## config.mk

```make
export PLATFORM = sky130hd
export DESIGN_NAME = mem_burst_initiator
export DESIGN_NICKNAME = d
export VERILOG_FILES = /design/src/rtl/mem_burst_initiator_pkg.sv /design/src/rtl/mem_addr_seq.sv /design/src/rtl/mem_burst_initiator.sv
export SDC_FILE = /design/constraint.sdc
export NUM_CORES = 1
export LEC_CHECK = 0
export BUFFER_PORTS_ARGS = -buffer_cell sky130_fd_sc_hd__buf_2
export CAP_MARGIN = 20
export CORE_ASPECT_RATIO = 2
export CORE_MARGIN = 3
export CORE_UTILIZATION = 54
export DETAILED_ROUTE_END_ITERATION = 10
export GPL_TIMING_DRIVEN = 0
export PLACE_DENSITY = 0.85
export SLEW_MARGIN = 30
export SYNTH_ARGS = -nofsm -noshare
export SYNTH_HDL_FRONTEND = slang
export SYNTH_HIERARCHICAL = 1
export SYNTH_SLANG_ARGS = --single-unit
export TNS_END_PERCENT = 30
```

## constraint.sdc

```tcl
create_clock -name clk -period 6.4 [get_ports clk]
set_input_delay 1.28 -clock clk [delete_from_list [all_inputs] [get_ports clk]]
set_output_delay 1.28 -clock clk [all_outputs]
set_load 0.02 [all_outputs]
```

## src/rtl/mem_burst_initiator_pkg.sv

```systemverilog
// Shared types and constants for the mem_burst_initiator slice.
// Optional build macro: MEM_SCRUB_EN adds the post-reset SCRUB state.
package mem_burst_initiator_pkg;

  localparam int unsigned RAM_BYTES = 16;
  localparam int unsigned ADDR_BITS = 4;
  localparam int unsigned DATA_BITS = 8;

  localparam logic OP_WRITE = 1'b0;
  localparam logic OP_READ  = 1'b1;

  localparam logic [DATA_BITS-1:0] SCRUB_DATA = DATA_BITS'(8'h00);

  // FSM encoding kept as plain constants for compatibility with older tooling
  typedef logic [2:0] state_t;
  localparam state_t ST_IDLE     = 3'd0;
  localparam state_t ST_WRITE    = 3'd1;
  localparam state_t ST_RD_ISSUE = 3'd2;
  localparam state_t ST_RD_WAIT  = 3'd3;
  localparam state_t ST_RD_HOLD  = 3'd4;
`ifdef MEM_SCRUB_EN
  localparam state_t ST_SCRUB    = 3'd5;
`endif

  // Registered RAM-side request
  typedef struct packed {
    logic                 wr_en;
    logic                 rd_en;
    logic [ADDR_BITS-1:0] addr;
    logic [DATA_BITS-1:0] wdata;
  } mem_req_t;

  // Next RAM address, wrapping at the end of the array
  function automatic logic [ADDR_BITS-1:0] addr_wrap_inc(input logic [ADDR_BITS-1:0] a);
    return ADDR_BITS'((32'(a) + 32'd1) % RAM_BYTES);
  endfunction

endpackage

```

## src/rtl/mem_addr_seq.sv

```systemverilog
// Wrapping address pointer plus remaining-byte down-counter for one burst.
module mem_addr_seq
  import mem_burst_initiator_pkg::*;
(
  input  logic                 clk,
  input  logic                 rst_n,
  input  logic                 load,
  input  logic [ADDR_BITS-1:0] load_addr,
  input  logic [ADDR_BITS-1:0] load_len,
  input  logic                 step,
  output logic [ADDR_BITS-1:0] ptr,
  output logic                 last_c
);

  logic [ADDR_BITS-1:0] cnt_q;
  logic [ADDR_BITS-1:0] cnt_nxt;
  logic [ADDR_BITS-1:0] ptr_nxt;

  // Load wins over step; the count saturates at zero
  always_comb begin
    ptr_nxt = ptr;
    cnt_nxt = cnt_q;
    if (load) begin
      ptr_nxt = load_addr;
      cnt_nxt = load_len;
    end else if (step) begin
      ptr_nxt = addr_wrap_inc(ptr);
      if (cnt_q != '0) begin
        cnt_nxt = cnt_q - ADDR_BITS'(1);
      end
    end
  end

  // Pointer and count registers
  always_ff @(posedge clk or negedge rst_n) begin
    if (!rst_n) begin
      ptr   <= '0;
      cnt_q <= '0;
    end else begin
      ptr   <= ptr_nxt;
      cnt_q <= cnt_nxt;
    end
  end

  assign last_c = (cnt_q == '0);

endmodule

```

## src/rtl/mem_burst_initiator.sv

```systemverilog
// Burst initiator between host glue and the 16-byte DFF RAM port.
// Optional build macro: MEM_SCRUB_EN zero-fills the RAM after every reset.
module mem_burst_initiator
  import mem_burst_initiator_pkg::*;
(
  input  logic                 clk,
  input  logic                 rst_n,
  input  logic                 ena,
  input  logic                 cmd_valid,
  output logic                 cmd_ready,
  input  logic                 cmd_op,
  input  logic [ADDR_BITS-1:0] cmd_addr,
  input  logic [ADDR_BITS-1:0] cmd_len,
  input  logic                 wr_valid,
  output logic                 wr_ready,
  input  logic [DATA_BITS-1:0] wr_data,
  output logic                 rd_valid,
  input  logic                 rd_ready,
  output logic [DATA_BITS-1:0] rd_data,
  output logic                 busy,
  output logic                 done,
  output logic [ADDR_BITS-1:0] mem_addr,
  output logic                 mem_wr_en,
  output logic                 mem_rd_en,
  output logic [DATA_BITS-1:0] mem_wdata,
  input  logic [DATA_BITS-1:0] mem_rdata
);

  localparam mem_req_t MEM_REQ_IDLE = '{wr_en: 1'b0, rd_en: 1'b0, addr: '0, wdata: SCRUB_DATA};

  state_t               state_q;
  state_t               state_nxt;
  mem_req_t             mem_q;
  mem_req_t             mem_nxt;
  logic                 ready_q;
  logic                 ready_nxt;
  logic                 wr_ready_nxt;
  logic                 busy_nxt;
  logic                 done_nxt;
  logic                 rd_valid_nxt;
  logic [DATA_BITS-1:0] rd_data_nxt;

  logic                 seq_load;
  logic [ADDR_BITS-1:0] seq_load_addr;
  logic [ADDR_BITS-1:0] seq_load_len;
  logic                 seq_step;
  logic [ADDR_BITS-1:0] ptr;
  logic                 last_c;

  logic                 cmd_fire_c;
  logic                 wr_fire_c;
  logic                 rd_fire_c;

`ifdef MEM_SCRUB_EN
  logic                 scrub_req_q;
  logic                 scrub_req_nxt;
`endif

  // ready_q tracks "registered state is IDLE"; ena gates new commands only
  assign cmd_ready  = ready_q & ena;
  assign cmd_fire_c = cmd_valid & cmd_ready;
  assign wr_fire_c  = wr_valid & wr_ready;
  assign rd_fire_c  = rd_valid & rd_ready;

  assign mem_addr   = mem_q.addr;
  assign mem_wr_en  = mem_q.wr_en;
  assign mem_rd_en  = mem_q.rd_en;
  assign mem_wdata  = mem_q.wdata;

  mem_addr_seq u_seq (
    .clk       (clk),
    .rst_n     (rst_n),
    .load      (seq_load),
    .load_addr (seq_load_addr),
    .load_len  (seq_load_len),
    .step      (seq_step),
    .ptr       (ptr),
    .last_c    (last_c)
  );

  // Next-state and next-output decode
  always_comb begin
    state_nxt     = state_q;
    mem_nxt       = mem_q;
    mem_nxt.wr_en = 1'b0;
    mem_nxt.rd_en = 1'b0;
    done_nxt      = 1'b0;
    rd_valid_nxt  = rd_valid;
    rd_data_nxt   = rd_data;
    seq_load      = 1'b0;
    seq_load_addr = cmd_addr;
    seq_load_len  = cmd_len;
    seq_step      = 1'b0;
`ifdef MEM_SCRUB_EN
    scrub_req_nxt = scrub_req_q;
`endif

    case (state_q)
      ST_IDLE: begin
`ifdef MEM_SCRUB_EN
        if (scrub_req_q) begin
          scrub_req_nxt = 1'b0;
          seq_load      = 1'b1;
          seq_load_addr = '0;
          seq_load_len  = ADDR_BITS'(RAM_BYTES - 1);
          state_nxt     = ST_SCRUB;
        end else
`endif
        if (cmd_fire_c) begin
          seq_load = 1'b1;
          case (cmd_op)
            OP_WRITE: state_nxt = ST_WRITE;
            OP_READ: begin
              // Strobe goes out while in RD_ISSUE so data lands during RD_WAIT
              state_nxt     = ST_RD_ISSUE;
              mem_nxt.rd_en = 1'b1;
              mem_nxt.addr  = cmd_addr;
            end
            default: state_nxt = ST_IDLE;
          endcase
        end
      end

      ST_WRITE: begin
        if (wr_fire_c) begin
          mem_nxt.wr_en = 1'b1;
          mem_nxt.addr  = ptr;
          mem_nxt.wdata = wr_data;
          seq_step      = 1'b1;
          if (last_c) begin
            done_nxt  = 1'b1;
            state_nxt = ST_IDLE;
          end
        end
      end

      ST_RD_ISSUE: begin
        state_nxt = ST_RD_WAIT;
      end

      ST_RD_WAIT: begin
        rd_data_nxt  = mem_rdata;
        rd_valid_nxt = 1'b1;
        state_nxt    = ST_RD_HOLD;
      end

      ST_RD_HOLD: begin
        if (rd_fire_c) begin
          rd_valid_nxt = 1'b0;
          if (last_c) begin
            done_nxt  = 1'b1;
            state_nxt = ST_IDLE;
          end else begin
            seq_step      = 1'b1;
            mem_nxt.rd_en = 1'b1;
            mem_nxt.addr  = addr_wrap_inc(ptr);
            state_nxt     = ST_RD_ISSUE;
          end
        end
      end

`ifdef MEM_SCRUB_EN
      ST_SCRUB: begin
        mem_nxt.wr_en = 1'b1;
        mem_nxt.addr  = ptr;
        mem_nxt.wdata = SCRUB_DATA;
        seq_step      = 1'b1;
        if (last_c) begin
          state_nxt = ST_IDLE;
        end
      end
`endif

      default: begin
        state_nxt = ST_IDLE;
      end
    endcase

    ready_nxt    = (state_nxt == ST_IDLE);
    wr_ready_nxt = (state_nxt == ST_WRITE);
    busy_nxt     = (state_nxt != ST_IDLE);
  end

  // State and registered outputs
  always_ff @(posedge clk or negedge rst_n) begin
    if (!rst_n) begin
      state_q     <= ST_IDLE;
      mem_q       <= MEM_REQ_IDLE;
      ready_q     <= 1'b0;
      wr_ready    <= 1'b0;
      busy        <= 1'b0;
      done        <= 1'b0;
      rd_valid    <= 1'b0;
      rd_data     <= '0;
`ifdef MEM_SCRUB_EN
      scrub_req_q <= 1'b1;
`endif
    end else begin
      state_q     <= state_nxt;
      mem_q       <= mem_nxt;
      ready_q     <= ready_nxt;
      wr_ready    <= wr_ready_nxt;
      busy        <= busy_nxt;
      done        <= done_nxt;
      rd_valid    <= rd_valid_nxt;
      rd_data     <= rd_data_nxt;
`ifdef MEM_SCRUB_EN
      scrub_req_q <= scrub_req_nxt;
`endif
    end
  end

endmodule

```

==> reports/metrics.cfg <==
[worst_setup_path]
startpoint = wr_valid
path_buf_inv = 3
cpMostUsedCell = buf_6
crit_family = simple AND/OR/NAND/NOR gates
crit_type = input port to register
critPathLaunchType = input port
reg2reg_from = state_q[2]
critPathRequiredTime_ns = 6.62
crit_path_end_kind = register
r2r-end = u_seq/cnt_q[3]
critPathMaxStageDelay_ns = 0.45
cp_data_arrival_time_ns = 3.24
critical_path.max_fanout = 10
cp_cell_sequence = buf_2 > nand2_1 > nor3_4 > buf_6 > or2_2 > buf_6 > or4b_1 > or3_1 > a21oi_1
reg2reg_slack_ns = 3.85
worst_path_max_delay_cell = or4b_1
path_depth = 9
ff2ff_path_depth = 9

[floorplan]
core-area_um2 = 3193
rows = 29
die_w_um = 46.86
ios = 58
initial_core_util_pct = 56.47
die_h_um = 87.72
die-area_um2 = 4110

[clock_tree]
cts.htree.levels = 2
cts_resized = 0
insertion_delay_ns = 0.29
hold_buffers = 0
tritoncts = built
clkTransAtPathRegs_ns = 0.08
cts.sinks = 38
cts-root-buf = clkbuf_8
post_cts_buffers = 0
clock_path_buffers = 2
cts_buffers = 5

[sta]
min_period_ns = 3.023
fmax_mhz = 330.8
drv_slew = 0
min_period_over_period_pct = 47.23
fin_skew_ns = 0.007205
finalSetupTns_ns = 0
slew-limit-headroom_pct = 44.17
hold_viol_final = 0
whs_ns = 0.5067
rsz0062_at_grt = no
finalSetupViolations = 0
worst_slew_pin_slew_ns = 0.8374

[global_route]
grt_pass1_vias = 1424
grt_overflow_total = 0
grt_max_degree = 39
track_usage_pct = 21.46
grt_pass1_wl_um = 6368
antenna_found_initial = 0

[synth]
synth_top_area_share_pct = 52.74
synth_cells = 155
yosysUniqueCellTypes = 46
syn-num-nets = 189
synth-edff-count = 0
synthDominantAreaCellType = dfrtp_1
ys_seq_area_share_pct = 52.74
synth_ff_type = dfrtp_1
synth_area_leaders = dfrtp_1, mux2_2, nand2_1
yosys_register_bits = 38
ys_async_sr_fraction_pct = 100.0
synth.cell_area_um2 = 1803
avgSynthCellArea_um2 = 11.63
yosysWarningCount = 6

[finish]
drive_gt1_share_pct = 43.64
seq_area_um2 = 950.9
final_nets = 253
syn_to_final_growth_pct = 25.88
fill_cells = 263
multi_input_area_um2 = 785.8
diodes = 0
final_cell_area_um2 = 2270

[placed_design]
dpl.hpwl_um = 3036
placed_cell_area_um2 = 2132
portBuffers = 57
gp_congestion = 0.7577

[hold_path]
hold_path_end = mem_wdata[4]
min_delay_path_depth = 1
hold_start = mem_wdata[4]
hp-class = register to register

[route]
wire_per_inst_um = 16.06
drc_errors = 0
drtAntennaViolNets = 0
vias = 1436
drt_first_iter_violations = 32
firstDrtPassIters = 4
vias_per_cell = 5.721
wirelength_um = 4030

[flow_run]
maxCapViolCount = 0

[power_and_ir_drop]
powerDensity_nw_per_um2 = 524.3
vdd_drop_max_v = 0.0003321
p_leak_nw = 1.081

[status]
status = complete, no violations

-- stage by stage --
stage	std cells	power, mW	setup slack [ns]	utilization (%)
final	251	1.190	3.377	71.08
after global routing	251	1.267	3.288	71.08
after CTS	251	1.199	3.385	71.08
after detailed placement	243	0.9499	3.085	66.77
after global placement	243	0.9213	3.106	66.61
after floorplan	155	0.7836	3.412	-
-- how the worst max path moves through the flow --
stage / slack, ns / to
2_1_floorplan: 3.41 / u_seq/cnt_q[3]
3_3_place_gp: 3.11 / u_seq/cnt_q[3]
3_5_place_dp: 3.09 / u_seq/cnt_q[3]
4_1_cts: 3.39 / u_seq/cnt_q[3]
5_1_grt: 3.29 / u_seq/cnt_q[3]
6_report: 3.38 / u_seq/cnt_q[3]
-- per-layer routing --
metal  wire, µm  up-vias  track usage [%]
met1       1427      700            21.83
met2       2357       43            39.41
met3        175        7            3.704
met5          0        -                0
met4         70        0            9.824
li1           -      686                -
-- worst reg2reg max path, stage by stage (launching register included) --
cell	delay (ns)
dfrtp_1	0.39
buf_6	0.14
nand2b_4	0.15
nor3_4	0.43
buf_6	0.22
or2_2	0.12
buf_6	0.12
or4b_1	0.45
or3_1	0.33
a21oi_1	0.13
-- layout by cell type (no fill, tap or decap), drive strengths merged, types with 2 or more instances in the layout --
cell    netlist  final
buf           4     61
dfrtp        38     38
mux2         18     18
nand2        14     14
o21ai         8      8
a21oi         7      7
inv           6      6
clkbuf        1      6
nand3         5      5
nor3          5      5
nor2          4      4
nand4         3      3
a211oi        3      3
xnor2         3      3
ha            3      3
nor2b         2      2
o22ai         2      2
and2          2      2
a21o          2      2
or3           2      2
xor2          2      2
nor4          2      2
a31oi         2      2
bufinv        0      2
nand2b        2      2
or2           2      2
-- where the power goes --
group	total, mW	switching, mW	internal [mW]
logic	0.513	0.294	0.220
registers	0.431	0.0786	0.352
clock network	0.245	0.0893	0.156
-- area by class of cell --
class	instances	area share (%)
multi-input cells	106	34.62
repair buffers	57	12.57
clock inverters	3	3.032
clock buffers	5	3.032
well taps	31	1.709
inverters	6	0.9923
plain buffers	5	2.150
flip-flops and latches	38	41.90
-- Yosys cell counts, drive strengths merged (3+ instances only) --
| master | count |
|---|---|
| nor3 | 5 |
| mux2 | 18 |
| nand4 | 3 |
| nor2 | 4 |
| dfrtp | 38 |
| xnor2 | 3 |
| nand2 | 14 |
| o21ai | 8 |
| a211oi | 3 |
| nand3 | 5 |
| a21oi | 7 |
| buf | 4 |
| inv | 6 |
| ha | 3 |
-- state kept, by name (all words and copies together), names as in the netlist, 3 cells and up --
name         count
u_seq/ptr        4
state_q          3
u_seq/cnt_q      4
mem_addr         4
mem_wdata        8
rd_data          8
-- cell families (layout without fill, tap and decap cells) --
family / count (synthesis) / count (layout) / share of synthesized area (%)
AND/OR/NAND/NOR: 48 / 48 / 15.82
flip-flops: 38 / 38 / 52.74
AO/OA/AOI/OAI: 31 / 31 / 11.17
multiplexers: 19 / 19 / 11.80
buffers and inverters: 11 / 76 / 3.955
XOR/XNOR: 5 / 5 / 2.429
adder cells (fa/ha/maj): 3 / 3 / 2.082
Note: power is estimated with default switching activity, not from simulation.
